<file path="src/rtl/header_pkg.sv">
// Shared types, bitrate/sample-rate tables and per-layer constants
// for the MPEG-1 audio frame-header parser.
package header_pkg;

  typedef enum logic [1:0] {
    LAYER_RSV = 2'b00,
    LAYER_3   = 2'b01,
    LAYER_2   = 2'b10,
    LAYER_1   = 2'b11
  } layer_e;

  typedef enum logic [1:0] {
    MODE_STEREO = 2'b00,
    MODE_JOINT  = 2'b01,
    MODE_DUAL   = 2'b10,
    MODE_MONO   = 2'b11
  } mode_e;

  typedef enum logic [1:0] {
    S_SYNC0,
    S_SYNC1,
    S_B2,
    S_B3
  } hdr_state_e;

  localparam logic [8:0] BR_L1 [16] = '{
    9'd0,   9'd32,  9'd64,  9'd96,
    9'd128, 9'd160, 9'd192, 9'd224,
    9'd256, 9'd288, 9'd320, 9'd352,
    9'd384, 9'd416, 9'd448, 9'd0
  };

  localparam logic [8:0] BR_L2 [16] = '{
    9'd0,   9'd32,  9'd48,  9'd56,
    9'd64,  9'd80,  9'd96,  9'd112,
    9'd128, 9'd160, 9'd192, 9'd224,
    9'd256, 9'd320, 9'd384, 9'd0
  };

  localparam logic [8:0] BR_L3 [16] = '{
    9'd0,   9'd32,  9'd40,  9'd48,
    9'd56,  9'd64,  9'd80,  9'd96,
    9'd112, 9'd128, 9'd160, 9'd192,
    9'd224, 9'd256, 9'd320, 9'd0
  };

  localparam logic [15:0] SR_TAB [4] = '{
    16'd44100, 16'd48000, 16'd32000, 16'd0
  };

  localparam logic [8:0] FS_L1  = 9'd12;
  localparam logic [8:0] FS_L23 = 9'd144;
  localparam logic [2:0] SS_L1  = 3'd4;
  localparam logic [2:0] SS_L23 = 3'd1;

  function automatic logic [8:0] br_lookup(
    input layer_e     lay,
    input logic [3:0] idx
  );
    case (lay)
      LAYER_1: return BR_L1[idx];
      LAYER_2: return BR_L2[idx];
      default: return BR_L3[idx];
    endcase
  endfunction

endpackage

</file>
<file path="src/rtl/frame_div.sv">
// Iterative restoring unsigned divider, one quotient bit per cycle.
// start loads operands (and aborts any run); done pulses one cycle.
module frame_div #(
  parameter int DIV_W = 26
) (
  input  logic             clk,
  input  logic             rst,
  input  logic             start,
  input  logic [DIV_W-1:0] dividend,
  input  logic [15:0]      divisor,
  output logic [DIV_W-1:0] quotient,
  output logic             done
);

  localparam int CW = $clog2(DIV_W + 1);

  logic [CW-1:0] cnt;
  logic          busy;
  logic [15:0]   rem;
  logic [15:0]   dsr;
  logic [16:0]   shl;
  logic [15:0]   diff;
  logic          fit;

  // Remainder stays below the divisor, so the difference fits 16 bits.
  assign shl  = {rem, quotient[DIV_W-1]};
  assign fit  = shl >= {1'b0, dsr};
  assign diff = shl[15:0] - dsr;

  always_ff @(posedge clk) begin
    if (rst) begin
      cnt      <= '0;
      busy     <= 1'b0;
      rem      <= '0;
      dsr      <= '0;
      quotient <= '0;
      done     <= 1'b0;
    end else begin
      done <= 1'b0;
      if (start) begin
        busy     <= 1'b1;
        cnt      <= '0;
        rem      <= '0;
        dsr      <= divisor;
        quotient <= dividend;
      end else if (busy) begin
        if (cnt == CW'(DIV_W)) begin
          busy <= 1'b0;
          done <= 1'b1;
        end else begin
          cnt      <= cnt + 1'b1;
          rem      <= fit ? diff : shl[15:0];
          quotient <= {quotient[DIV_W-2:0], fit};
        end
      end
    end
  end

endmodule

</file>
<file path="src/rtl/header_parser.sv">
// Streaming MPEG-1 audio frame-header parser with frame-length divider.
// Optional HEADER_STRICT_EN rejects reserved emphasis and bad L2 combos.
module header_parser
  import header_pkg::*;
#(
  parameter int DIV_W = 26
) (
  input  logic        clk,
  input  logic        rst,
  input  logic [7:0]  axiid,
  input  logic        axiiv,
  output logic        axiov,
  output logic        prot,
  output logic [8:0]  bitrate,
  output logic [15:0] samp_rate,
  output logic        padding,
  output logic        private,
  output logic [1:0]  mode,
  output logic [1:0]  mode_ext,
  output logic [1:0]  emphasis,
  output logic [8:0]  frame_sample,
  output logic [2:0]  slot_size,
  output logic [10:0] frame_size
);

  hdr_state_e state, state_nx;
  logic [4:0] b1;
  logic [7:0] b2;

  layer_e     lay;
  logic [8:0] br_kbps;
  logic [15:0] sr_hz;
  logic [8:0] fsamp;
  logic [2:0] slot;
  logic       hdr_ok;
  logic       start;
  logic       resync;

  logic [DIV_W-1:0] dividend;
  logic [DIV_W-1:0] quo;
  logic             div_done;
  logic [DIV_W+2:0] fs_full;

  logic        p_prot, p_pad, p_priv;
  logic [8:0]  p_br, p_fs;
  logic [15:0] p_sr;
  logic [1:0]  p_mode, p_mext, p_emph;
  logic [2:0]  p_slot;

  assign lay     = layer_e'(b1[2:1]);
  assign br_kbps = br_lookup(lay, b2[7:4]);
  assign sr_hz   = SR_TAB[b2[3:2]];
  assign fsamp   = (lay == LAYER_1) ? FS_L1 : FS_L23;
  assign slot    = (lay == LAYER_1) ? SS_L1 : SS_L23;

  // An FF byte1 followed by another sync-looking byte: the FF was
  // really a sync byte, so slide the window forward by one.
  assign resync = (b1 == 5'h1F) && (axiid[7:5] == 3'b111);

  always_comb begin
    hdr_ok = (b1[4:3] == 2'b11) &&
             (lay != LAYER_RSV) &&
             (b2[7:4] != 4'h0) &&
             (b2[7:4] != 4'hF) &&
             (b2[3:2] != 2'b11);
`ifdef HEADER_STRICT_EN
    if (axiid[1:0] == 2'b10)
      hdr_ok = 1'b0;
    if (lay == LAYER_2) begin
      if (mode_e'(axiid[7:6]) == MODE_MONO) begin
        if (br_kbps > 9'd192)
          hdr_ok = 1'b0;
      end else begin
        if (br_kbps == 9'd32 || br_kbps == 9'd48 ||
            br_kbps == 9'd56 || br_kbps == 9'd80)
          hdr_ok = 1'b0;
      end
    end
`endif
  end

  assign start = axiiv && (state == S_B3) && hdr_ok;

  assign dividend = DIV_W'(fsamp) * DIV_W'(br_kbps) *
                    DIV_W'(10'd1000);

  always_comb begin
    state_nx = state;
    if (axiiv) begin
      unique case (state)
        S_SYNC0: if (axiid == 8'hFF) state_nx = S_SYNC1;
        S_SYNC1: state_nx = (axiid[7:5] == 3'b111) ? S_B2 : S_SYNC0;
        S_B2:    if (!resync) state_nx = S_B3;
        S_B3:    state_nx = S_SYNC0;
        default: state_nx = S_SYNC0;
      endcase
    end
  end

  always_ff @(posedge clk) begin
    if (rst) begin
      state <= S_SYNC0;
      b1    <= '0;
      b2    <= '0;
    end else begin
      state <= state_nx;
      if (axiiv && state == S_SYNC1 && axiid[7:5] == 3'b111)
        b1 <= axiid[4:0];
      if (axiiv && state == S_B2) begin
        if (resync) b1 <= axiid[4:0];
        else        b2 <= axiid;
      end
    end
  end

  always_ff @(posedge clk) begin
    if (rst) begin
      p_prot <= 1'b0;
      p_br   <= '0;
      p_sr   <= '0;
      p_pad  <= 1'b0;
      p_priv <= 1'b0;
      p_mode <= '0;
      p_mext <= '0;
      p_emph <= '0;
      p_fs   <= '0;
      p_slot <= '0;
    end else if (start) begin
      p_prot <= b1[0];
      p_br   <= br_kbps;
      p_sr   <= sr_hz;
      p_pad  <= b2[1];
      p_priv <= b2[0];
      p_mode <= axiid[7:6];
      p_mext <= axiid[5:4];
      p_emph <= axiid[1:0];
      p_fs   <= fsamp;
      p_slot <= slot;
    end
  end

  frame_div #(
    .DIV_W(DIV_W)
  ) u_div (
    .clk     (clk),
    .rst     (rst),
    .start   (start),
    .dividend(dividend),
    .divisor (sr_hz),
    .quotient(quo),
    .done    (div_done)
  );

  assign fs_full = ((DIV_W+3)'(quo) + (DIV_W+3)'(p_pad)) *
                   (DIV_W+3)'(p_slot);

  always_ff @(posedge clk) begin
    if (rst) begin
      axiov        <= 1'b0;
      prot         <= 1'b0;
      bitrate      <= '0;
      samp_rate    <= '0;
      padding      <= 1'b0;
      private      <= 1'b0;
      mode         <= '0;
      mode_ext     <= '0;
      emphasis     <= '0;
      frame_sample <= '0;
      slot_size    <= '0;
      frame_size   <= '0;
    end else begin
      axiov <= div_done;
      if (div_done) begin
        prot         <= p_prot;
        bitrate      <= p_br;
        samp_rate    <= p_sr;
        padding      <= p_pad;
        private      <= p_priv;
        mode         <= p_mode;
        mode_ext     <= p_mext;
        emphasis     <= p_emph;
        frame_sample <= p_fs;
        slot_size    <= p_slot;
        frame_size   <= (|fs_full[DIV_W+2:11]) ? '1 : fs_full[10:0];
      end
    end
  end

endmodule

</file>
<file path="config.mk">
export PLATFORM = sky130hd
export DESIGN_NAME = header_parser
export DESIGN_NICKNAME = d
export VERILOG_FILES = /design/src/rtl/header_pkg.sv /design/src/rtl/frame_div.sv /design/src/rtl/header_parser.sv
export SDC_FILE = /design/constraint.sdc
export NUM_CORES = 1
export LEC_CHECK = 0
export ABC_AREA = 1
export BUFFER_PORTS_ARGS = -buffer_cell sky130_fd_sc_hd__buf_2
export CAP_MARGIN = 30
export CORE_AREA = 2 2 210 212
export DETAILED_ROUTE_END_ITERATION = 8
export DIE_AREA = 0 0 212 214
export HOLD_SLACK_MARGIN = 0.05
export PLACE_DENSITY_LB_ADDON = 0.15
export SETUP_SLACK_MARGIN = 0.15
export SLEW_MARGIN = 40
export SYNTH_ARGS = -nofsm -noshare
export SYNTH_HDL_FRONTEND = slang
export SYNTH_HIERARCHICAL = 1
export SYNTH_SLANG_ARGS = --single-unit
</file>
<file path="constraint.sdc">
create_clock -name clk -period 8.2 [get_ports clk]
set_clock_uncertainty 0.15 [all_clocks]
set_input_delay 0.41 -clock clk [delete_from_list [all_inputs] [get_ports clk]]
set_output_delay 0.41 -clock clk [all_outputs]
set_load 0.05 [all_outputs]
</file>
==> metrics.txt <==
worst-case clock buffer depth=2; library cells used by synthesis=54; sequential fraction of the synthesis area=22.0%; fmax=132 MHz; Post-Synthesis Cells=1908; drt total wl=33.1 mm; dpl hpwl=25.9 mm; H-tree Lvls=4; Pins Over Slew Limit=0; RSZ-0062 raised after global routing=true; Final Hold Viols=0; routability congestion estimate=0.880; TritonCTS buffer count=17; fin crit share=92.2%; Place WS=0.194 ns; WS Path Type=reg2reg; placed inst area=13600 um^2; chip width=212 um; number of port buffers=54; vias in the first global route=11400; Max Cap Viol=0; Tmin final=7.56 ns; mean post-synth cell area=6.68 um^2; Area Growth Syn to Fin=11.6%; Core Footprint=42900 um^2; Yosys Warn Count=6; Avg WL per Cell=13.0 um; critical path startpoint category=flop; Critical R2R Launch=b2[4]; Critical Path Source=b2[4]; r2r endpoint=u_div/quotient[23]; Leakage Power=7.24 nW; CP max-delay cell=fa_1; commonest non-fill, non-tap cell in the layout=nand2_1; CTS Sinks=140; Via density=4.46; Worst Max-Slew Pin Slew=0.814 ns; layout cells sized above 1=10.3%; most frequent cells in the layout=nand2_1, inv_1, nor2_1; Worst slew margin=45.6%; fin nets=2149; Critical Path Sink Type=flop; largest net degree at the start of global routing=60; Row Count=76; CP max FO=6; slack of the worst reg-to-reg path=0.64 ns; number of flops mapped to enable cells by yosys=0; routed via count=11400; Syn Std Cell Area=12700 um^2; setup TNS=0 ns; Final Cell Area=14200 um^2; CTS tree=done; outcome=completed; # hold bufs at CTS=0; Starting Density=29.7%; Post-synth ARST share=0%; Hold Crit Class=in2reg; Synth Flop Type=dfxtp_1; clock-pin transition on the worst setup and hold timing paths=0.08 ns; post-route ant nets=0; Worst Hold Launch=axiiv; Layout fillers=4741; first-pass GRT wire length=57.2 mm; final core utilization=33.2%; initial DRC count=601; Pre-antenna DRT Iters=5; initial antenna violation count=0; crit-path max cell delay=0.54 ns; VDD IR max=0.143 mV; fin worst setup slack=0.638 ns; # diodes=0; Die Y=214 um; Worst EP arrival=7.73 ns; Root Buffer Master=clkbuf_16; CP Data Required Time=8.36 ns; global route overflow=0; pwr dens=114 nW/um^2; Total Routing Usage GR=15.4%; FF+latch count, synth=140; setup violators final=0; hold path cells=3; post-route DRC violation count=0; Ports=69; Register-to-Register Path Depth=35; Worst-Skew Late Latency=0.45 ns; die area=45400 um^2
==> flip-flops by register name (all words and copies together) (netlist names), 5 cells and up, named ones only <==
| register | cells |
|---|---|
| b2 | 8 |
| p_br | 6 |
| frame_size | 11 |
| bitrate | 6 |
| b1 | 5 |
| u_div/quotient | 26 |
| u_div/cnt | 5 |
| u_div/rem | 16 |
| samp_rate | 7 |
| p_sr | 7 |
| u_div/dsr | 16 |
==> worst max-delay path, delay by kind of cell, from the launching register on <==
kind | cells | cell delay, ns
fa+ha+maj | 10 | 3.62
compound gates | 8 | 1.37
simple gates | 8 | 0.77
xor+xnor | 2 | 0.64
buf+inv | 7 | 0.48
flops | 1 | 0.39
==> routing by layer <==
metal,vias up,global-route usage (%),share of wire (%)
li1,6075,-,-
met1,5194,20.5,50
met2,97,26.2,47
met3,16,2.08,1.8
met4,0,3.85,1.1
met5,-,0,0
==> through the flow <==
step,hold WS (ns),power (mW),std cells
detailed placement,0.282,0.831,2516
CTS,0.0821,1.65,2548
floorplan,0.275,0.808,1942
global placement,0.284,0.832,2516
finish,0.109,1.62,2551
global route,0.0923,1.70,2551
==> power by group <==
part	total, mW	leakage (nW)	internal (mW)	switching (mW)
clock	0.806	0.281	0.464	0.342
combinational	0.136	5.83	0.0443	0.0921
sequential	0.680	1.13	0.680	0.0000861
total	1.62	7.24	1.19	0.435
==> what timing repair did <==
| item | in CTS | in global routing |
|---|---|---|
| buffers inserted | 0 | 3 |
| resized for setup | 1 | 18 |
| endpoints found under the setup margin | 1 | 7 |
| pin swaps | 0 | 3 |
==> cell usage after synthesis (4+ instances only) <==
cell,count,area share (%)
a31oi_1,17,0.83
a22oi_1,12,0.71
inv_1,298,8.8
xor2_1,42,2.9
nor2_1,247,7.3
fa_1,38,6.0
nand2_1,414,12
or2_2,4,0.20
nor3_1,19,0.75
ha_1,147,14
clkinv_1,4,0.12
nor3_2,4,0.31
nand4_1,23,1.1
nand2_2,28,1.4
nor2_2,11,0.54
o21ai_1,5,0.20
buf_1,4,0.12
a21oi_2,8,0.55
nand3b_1,8,0.47
o211ai_1,4,0.24
dfxtp_1,140,22
xnor2_1,15,1.0
buf_2,7,0.27
nand2_4,4,0.35
inv_2,7,0.21
o21ai_0,104,4.1
buf_4,24,1.4
a21oi_1,112,4.4
nand3_2,8,0.63
nand3_1,74,2.9
clkbuf_1,39,1.1
==> kinds of logic (layout without fill, tap and decap cells) <==
kind of cell | count (synthesis) | after routing | share of synthesized area [%]
flip-flops | 140 | 140 | 22.0
XOR/XNOR | 57 | 57 | 3.92
AO/OA/AOI/OAI | 281 | 281 | 12.2
other | 2 | 36 | 0.0589
AND/OR/NAND/NOR | 857 | 857 | 29.1
adder cells (fa/ha/maj) | 185 | 185 | 20.4
buffers and inverters | 386 | 410 | 12.4
==> area by class of cell <==
| type | count | area, um^2 | area share (%) |
|---|---|---|---|
| Timing Repair Buffer | 69 | 383 | 2.69 |
| Sequential cell | 140 | 2810 | 19.7 |
| Multi-Input combinational cell | 1416 | 8550 | 60.1 |
| Tap cell | 585 | 732 | 5.14 |
| Inverter | 309 | 1160 | 8.17 |
| Clock inverter | 13 | 156 | 1.10 |
| Clock buffer | 19 | 443 | 3.11 |
==> how the worst max path moves through the flow <==
stage                    endpoint  slack, ns  cells after the start
3_5_place_dp   u_div/quotient[24]       0.19                     38
2_1_floorplan  u_div/quotient[24]       0.85                     35
5_1_grt        u_div/quotient[25]       0.13                     37
4_1_cts        u_div/quotient[24]       0.18                     38
3_3_place_gp   u_div/quotient[25]       0.28                     38
6_report       u_div/quotient[23]       0.64                     35
Power figures use the tool's default switching activity.
